### src/rtl/fifo_sync_pkg.sv
// Shared helpers for async-FIFO pointer crossings: Gray/binary conversion,
// multi-bit-change detection and the minimum synchroniser depth.
package fifo_sync_pkg;

  localparam int SYNC_STAGES_MIN = 2;
  localparam int PTR_MAX_WIDTH   = 32;

  typedef logic [PTR_MAX_WIDTH-1:0] ptr_t;

  // Callers zero-extend narrower pointers into ptr_t; zero upper bits decode
  // to zero, so the result is correct for any width up to PTR_MAX_WIDTH.
  function automatic ptr_t gray2bin(input ptr_t g);
    ptr_t b;
    b = g;
    for (int i = 1; i < PTR_MAX_WIDTH; i++) begin
      b = b ^ (g >> i);
    end
    return b;
  endfunction

  function automatic ptr_t bin2gray(input ptr_t b);
    return b ^ (b >> 1);
  endfunction

  function automatic logic popcount_gt1(input ptr_t x);
    return (x & (x - ptr_t'(1))) != '0;
  endfunction

endpackage

### src/rtl/gray_ptr_sync_if.sv
// Pointer-crossing bundle between the remote Gray pointer and the local
// decode outputs; err exists only when SYNC_GRAY_CHECK_EN is defined.
interface gray_ptr_sync_if #(parameter int WIDTH = 4);

  logic [WIDTH-1:0] gray_in;
  logic [WIDTH-1:0] sync_gray;
  logic [WIDTH-1:0] bin_ptr;
  logic [WIDTH-1:0] delta;
  logic             changed;
`ifdef SYNC_GRAY_CHECK_EN
  logic             err;

  modport master (output gray_in, input sync_gray, bin_ptr, delta, changed, err);
  modport slave  (input gray_in, output sync_gray, bin_ptr, delta, changed, err);
`else
  modport master (output gray_in, input sync_gray, bin_ptr, delta, changed);
  modport slave  (input gray_in, output sync_gray, bin_ptr, delta, changed);
`endif

endinterface

### src/rtl/sync_chain.sv
// WIDTH x STAGES synchroniser flop array with asynchronous active-low reset;
// usable for pointer buses and single-bit control crossings alike.
module sync_chain #(
  parameter int WIDTH  = 1,
  parameter int STAGES = 2
) (
  input  logic             clk,
  input  logic             rst,
  input  logic [WIDTH-1:0] d,
  output logic [WIDTH-1:0] q
);

  // Keep these as dedicated, tightly placed synchroniser flops (no SRL packing).
  (* ASYNC_REG = "TRUE", SHREG_EXTRACT = "NO", DONT_TOUCH = "TRUE" *)
  logic [WIDTH-1:0] stage [STAGES];

  always_ff @(posedge clk or negedge rst) begin
    if (!rst) begin
      for (int i = 0; i < STAGES; i++) begin
        stage[i] <= '0;
      end
    end else begin
      stage[0] <= d;
      for (int i = 1; i < STAGES; i++) begin
        stage[i] <= stage[i-1];
      end
    end
  end

  assign q = stage[STAGES-1];

endmodule

### src/rtl/gray_ptr_sync.sv
// Gray pointer synchroniser with registered binary decode and per-cycle advance.
// Define SYNC_GRAY_CHECK_EN to compile in the sticky multi-bit-change checker (err).
module gray_ptr_sync
  import fifo_sync_pkg::*;
#(
  parameter int WIDTH  = 4,
  parameter int STAGES = 2
) (
  input logic           clk,
  input logic           rst,
  gray_ptr_sync_if.slave bus
);

  if (STAGES < SYNC_STAGES_MIN) begin : g_bad_stages
    $error("gray_ptr_sync: STAGES must be at least %0d", SYNC_STAGES_MIN);
  end
  if (WIDTH < 2 || WIDTH > PTR_MAX_WIDTH) begin : g_bad_width
    $error("gray_ptr_sync: WIDTH must be in 2..%0d", PTR_MAX_WIDTH);
  end

  logic [WIDTH-1:0] sync_gray;
  logic [WIDTH-1:0] bin_next;
  logic [WIDTH-1:0] bin_ptr_q;
  logic [WIDTH-1:0] delta_q;
  logic             changed_q;

  sync_chain #(
    .WIDTH  (WIDTH),
    .STAGES (STAGES)
  ) u_sync_chain (
    .clk (clk),
    .rst (rst),
    .d   (bus.gray_in),
    .q   (sync_gray)
  );

  assign bin_next = WIDTH'(gray2bin(ptr_t'(sync_gray)));

  // Modular difference carries multi-step moves and the wrap without special cases.
  always_ff @(posedge clk or negedge rst) begin
    if (!rst) begin
      bin_ptr_q <= '0;
      delta_q   <= '0;
      changed_q <= 1'b0;
    end else begin
      bin_ptr_q <= bin_next;
      delta_q   <= bin_next - bin_ptr_q;
      changed_q <= (bin_next != bin_ptr_q);
    end
  end

  assign bus.sync_gray = sync_gray;
  assign bus.bin_ptr   = bin_ptr_q;
  assign bus.delta     = delta_q;
  assign bus.changed   = changed_q;

`ifdef SYNC_GRAY_CHECK_EN
  logic [WIDTH-1:0] prev_gray;
  logic             err_q;

  // Observation only: a flagged violation never alters bin_ptr or delta.
  always_ff @(posedge clk or negedge rst) begin
    if (!rst) begin
      prev_gray <= '0;
      err_q     <= 1'b0;
    end else begin
      prev_gray <= sync_gray;
      err_q     <= err_q | popcount_gt1(ptr_t'(sync_gray ^ prev_gray));
    end
  end

  assign bus.err = err_q;
`endif

endmodule

### src/flat_wrapper.sv
// flat-port wrapper written by rule: the top's interface ports become plain ports
module gray_ptr_sync_flat import fifo_sync_pkg::*;
#(
  parameter int WIDTH  = 4,
  parameter int STAGES = 2
)
  (clk, rst, bus_gray_in, bus_sync_gray, bus_bin_ptr, bus_delta, bus_changed);
  gray_ptr_sync_if #(.WIDTH(WIDTH)) bus_i ();
  input logic clk;
  input logic rst;
  input wire logic [$bits(bus_i.gray_in)-1:0] bus_gray_in;
  output wire logic [$bits(bus_i.sync_gray)-1:0] bus_sync_gray;
  output wire logic [$bits(bus_i.bin_ptr)-1:0] bus_bin_ptr;
  output wire logic [$bits(bus_i.delta)-1:0] bus_delta;
  output wire logic [$bits(bus_i.changed)-1:0] bus_changed;
  assign bus_i.gray_in = bus_gray_in;
  assign bus_sync_gray = bus_i.sync_gray;
  assign bus_bin_ptr = bus_i.bin_ptr;
  assign bus_delta = bus_i.delta;
  assign bus_changed = bus_i.changed;
  gray_ptr_sync #(.WIDTH(WIDTH), .STAGES(STAGES)) u_core (.clk(clk), .rst(rst), .bus(bus_i));
endmodule
### config.mk
export PLATFORM = sky130hd
export DESIGN_NAME = gray_ptr_sync_flat
export DESIGN_NICKNAME = d
export VERILOG_FILES = /design/src/rtl/fifo_sync_pkg.sv /design/src/rtl/gray_ptr_sync_if.sv /design/src/rtl/sync_chain.sv /design/src/rtl/gray_ptr_sync.sv /design/src/flat_wrapper.sv
export SDC_FILE = /design/constraint.sdc
export NUM_CORES = 1
export LEC_CHECK = 0
export BUFFER_PORTS_ARGS = -buffer_cell sky130_fd_sc_hd__buf_2
export CAP_MARGIN = 25
export CORE_AREA = 2 2 39 41
export DETAILED_ROUTE_END_ITERATION = 12
export DIE_AREA = 0 0 41 43
export GPL_ROUTABILITY_DRIVEN = 0
export PLACE_DENSITY = 0.74
export SLEW_MARGIN = 20
export SYNTH_ARGS = -nofsm -noshare
export SYNTH_HDL_FRONTEND = slang
export SYNTH_SLANG_ARGS = --single-unit
### constraint.sdc
create_clock -name clk -period 4.5 [get_ports clk]
set_input_delay 0.9 -clock clk [delete_from_list [all_inputs] [get_ports clk]]
set_output_delay 0.9 -clock clk [all_outputs]
set_load 0.02 [all_outputs]
==> results.json <==
{
  "status": "finished clean",
  "ys_types": 13,
  "layout-drive-gt1-share": 0.4000,
  "yosysTopAreaCellShare": 0.6706,
  "rsz0062_at_grt": "false",
  "worstPathRequired_ns": 4.67,
  "cts_root_buf": "clkbuf_4",
  "power.density_nw_per_um2": 489.4,
  "setup_viol_count_final": 0,
  "fmax_mhz": 523.6,
  "nFillCells": 126,
  "grt_util_all_layers": 0.1227,
  "antenna_found_initial": 0,
  "crit_top_cell": "xor2_1",
  "cp-end-kind": "flip-flop",
  "timing.final.crit_share": 0.4244,
  "cts_setup_buffers": 0,
  "start_kind": "flip-flop",
  "yosysWarningCount": 0,
  "antenna_cells": 0,
  "top_usage_layer": "met2",
  "path_cells": "xor2_2, xnor2_2, xor2_1, ha_1, inv_1, fa_1, xor2_1",
  "min_path_type": "flip-flop to flip-flop",
  "slew_headroom": 0.7637,
  "slowest_stage": "dfrtp_1",
  "drv_cap": 0,
  "synthCells": 42,
  "vias_per_cell": 4.513,
  "ctsResizeCount": 0,
  "initial_core_util": 0.4584,
  "final_cell_mix": "18 x buf_2, 17 x dfrtp_1, 5 x inv_1",
  "critPathMaxStageDelay_ns": 0.45,
  "netlist_area_sq_um": 634.4,
  "finalCriticalPeriod_ns": 1.910,
  "drtIter0Drc": 0,
  "grt_overflow": 0,
  "avgSynthCellArea_sq_um": 15.10,
  "htree_levels": 1,
  "p_leak_nw": 0.3769,
  "finalHoldViolCount": 0,
  "grt_max_degree": 18,
  "worst_hold_slack_ns": 0.3561,
  "grt_pass1_wl_um": 1359,
  "tightest_slew_ns": 0.3545,
  "grt_use_met2": 0.1875,
  "final_core_util": 0.5362,
  "cts_tree": "yes",
  "synth_area_leader_cell": "dfrtp_1",
  "setup_tns_ns": 0,
  "final_common_cell": "buf_2",
  "num_vias": 343,
  "cp.buffers_inverters": 1,
  "cp_max_fo": 4,
  "synth-seq-cells": 17,
  "cts_buffers": 3,
  "antenna_left": 0,
  "syn-num-nets": 52,
  "postCtsHoldBufs": 0,
  "cts_sinks": 17,
  "dieArea_sq_um": 1763,
  "rows": 14,
  "ios": 19,
  "synthToLayoutAreaGrowth_pct": 16.96,
  "yosys-top-cells-area": "dfrtp_1 67%, ha_1 5.9%, buf_4 4.7%",
  "die_h_um": 43,
  "use_met1": 0.1228,
  "core-area_sq_um": 1384,
  "drc_errors": 0,
  "grt_pass1_vias": 355,
  "critPathTopFamily": "XOR/XNOR gates",
  "die_w_um": 41,
  "ir_drop_v": 0.0002423,
  "skew_ns": 0.005914,
  "dr.pass1.iters": 1,
  "globalRouteMet3Util": 0.04712,
  "cts.path.max_buffers": 2,
  "ys_seq_area_frac": 0.6706,
  "maxSlewViolCount": 0,
  "cp_data_arrival_time_ns": 2.08,
  "clk_latency_ns": 0.28,
  "wl_per_cell_um": 9.789,
  "nets": 71,
  "routed_wl_um": 744,
  "path_clk_slew_ns": 0.10,
  "io_buffer_count": 18,
  "critPathKind": "flip-flop to flip-flop"
}
## state kept, by name (all words and copies together) (netlist names)
register and count:
u_core.bus.bin_ptr 4, u_core.bus.changed 1, u_core.bus.delta 4, u_core.u_sync_chain.q 4
u_core.u_sync_chain.stage 4
## logic make-up (layout without fill, tap and decap cells)
| kind of cell | after synthesis | count (layout) | synth area share |
|---|---|---|---|
| flops | 17 | 17 | 0.6706 |
| buf+inv | 9 | 27 | 0.07693 |
| xor+xnor | 7 | 7 | 0.1203 |
| fa+ha+maj | 4 | 4 | 0.09074 |
| simple gates | 4 | 4 | 0.03355 |
| compound gates | 1 | 1 | 0.007882 |
## worst register-to-register path, cell delays in order, from the launching register on
cell and delay [ns]:
dfrtp_1 0.45, xor2_2 0.22, xnor2_2 0.21, xor2_1 0.17
ha_1 0.17, inv_1 0.05, fa_1 0.37, xor2_1 0.15
## Yosys cell counts
cell type / count
xnor2_1: 2
a21oi_1: 1
nand2_1: 2
xnor2_2: 1
fa_1: 1
dfrtp_1: 17
inv_1: 5
buf_4: 4
nand3b_1: 1
xor2_2: 1
xor2_1: 3
or3_1: 1
ha_1: 3
## through the flow
| step | power (mW) | instances | worst slack, ns | instance area [sq um] |
|---|---|---|---|---|
| floorplan | 0.2590 | 42 | 2.688 | 634.4 |
| global placement | 0.2893 | 72 | 2.642 | 714.4 |
| detailed placement | 0.2918 | 72 | 2.591 | 714.4 |
| CTS | 0.3713 | 76 | 2.579 | 742.0 |
| global route | 0.3938 | 76 | 2.470 | 742.0 |
| finish | 0.3631 | 76 | 2.590 | 742.0 |
## worst paths after layout
| check | start | endpoint | slack, ns | cells after the start |
|---|---|---|---|---|
| hold / removal | u_core.u_sync_chain.stage[4] | u_core.u_sync_chain.q[0] | 0.36 | 0 |
| setup / recovery | u_core.u_sync_chain.q[3] | u_core.bus.delta[2] | 2.59 | 7 |
| hold reg to reg | u_core.u_sync_chain.stage[4] | u_core.u_sync_chain.q[0] | 0.36 | 0 |
| min in group asynchronous | rst | u_core.bus.changed | 0.51 | 1 |
| max in group asynchronous | rst | u_core.u_sync_chain.q[1] | 3.73 | 1 |
| setup reg to reg | u_core.u_sync_chain.q[3] | u_core.bus.delta[2] | 2.59 | 7 |
## cell type report
type | instances | area (sq um) | share of cell area
Sequential cell | 17 | 425.4 | 0.5734
Multi-Input combinational cell | 16 | 160.2 | 0.2159
Timing Repair Buffer | 18 | 90.09 | 0.1214
Clock buffer | 3 | 22.52 | 0.03035
Tap cell | 16 | 20.02 | 0.02698
Inverter | 5 | 18.77 | 0.02530
Clock inverter | 1 | 5.005 | 0.006745
## report_power, final
group,switching [mW],internal (mW)
registers,0.00810,0.178
logic,0.0632,0.0370
clock network,0.0443,0.0330
## metal layers
metal	part of all wire	vias to the layer above
met5	0	-
met4	0.013	0
met3	0.087	2
met2	0.50	14
met1	0.39	163
li1	-	164
Power figures use the tool's default switching activity.
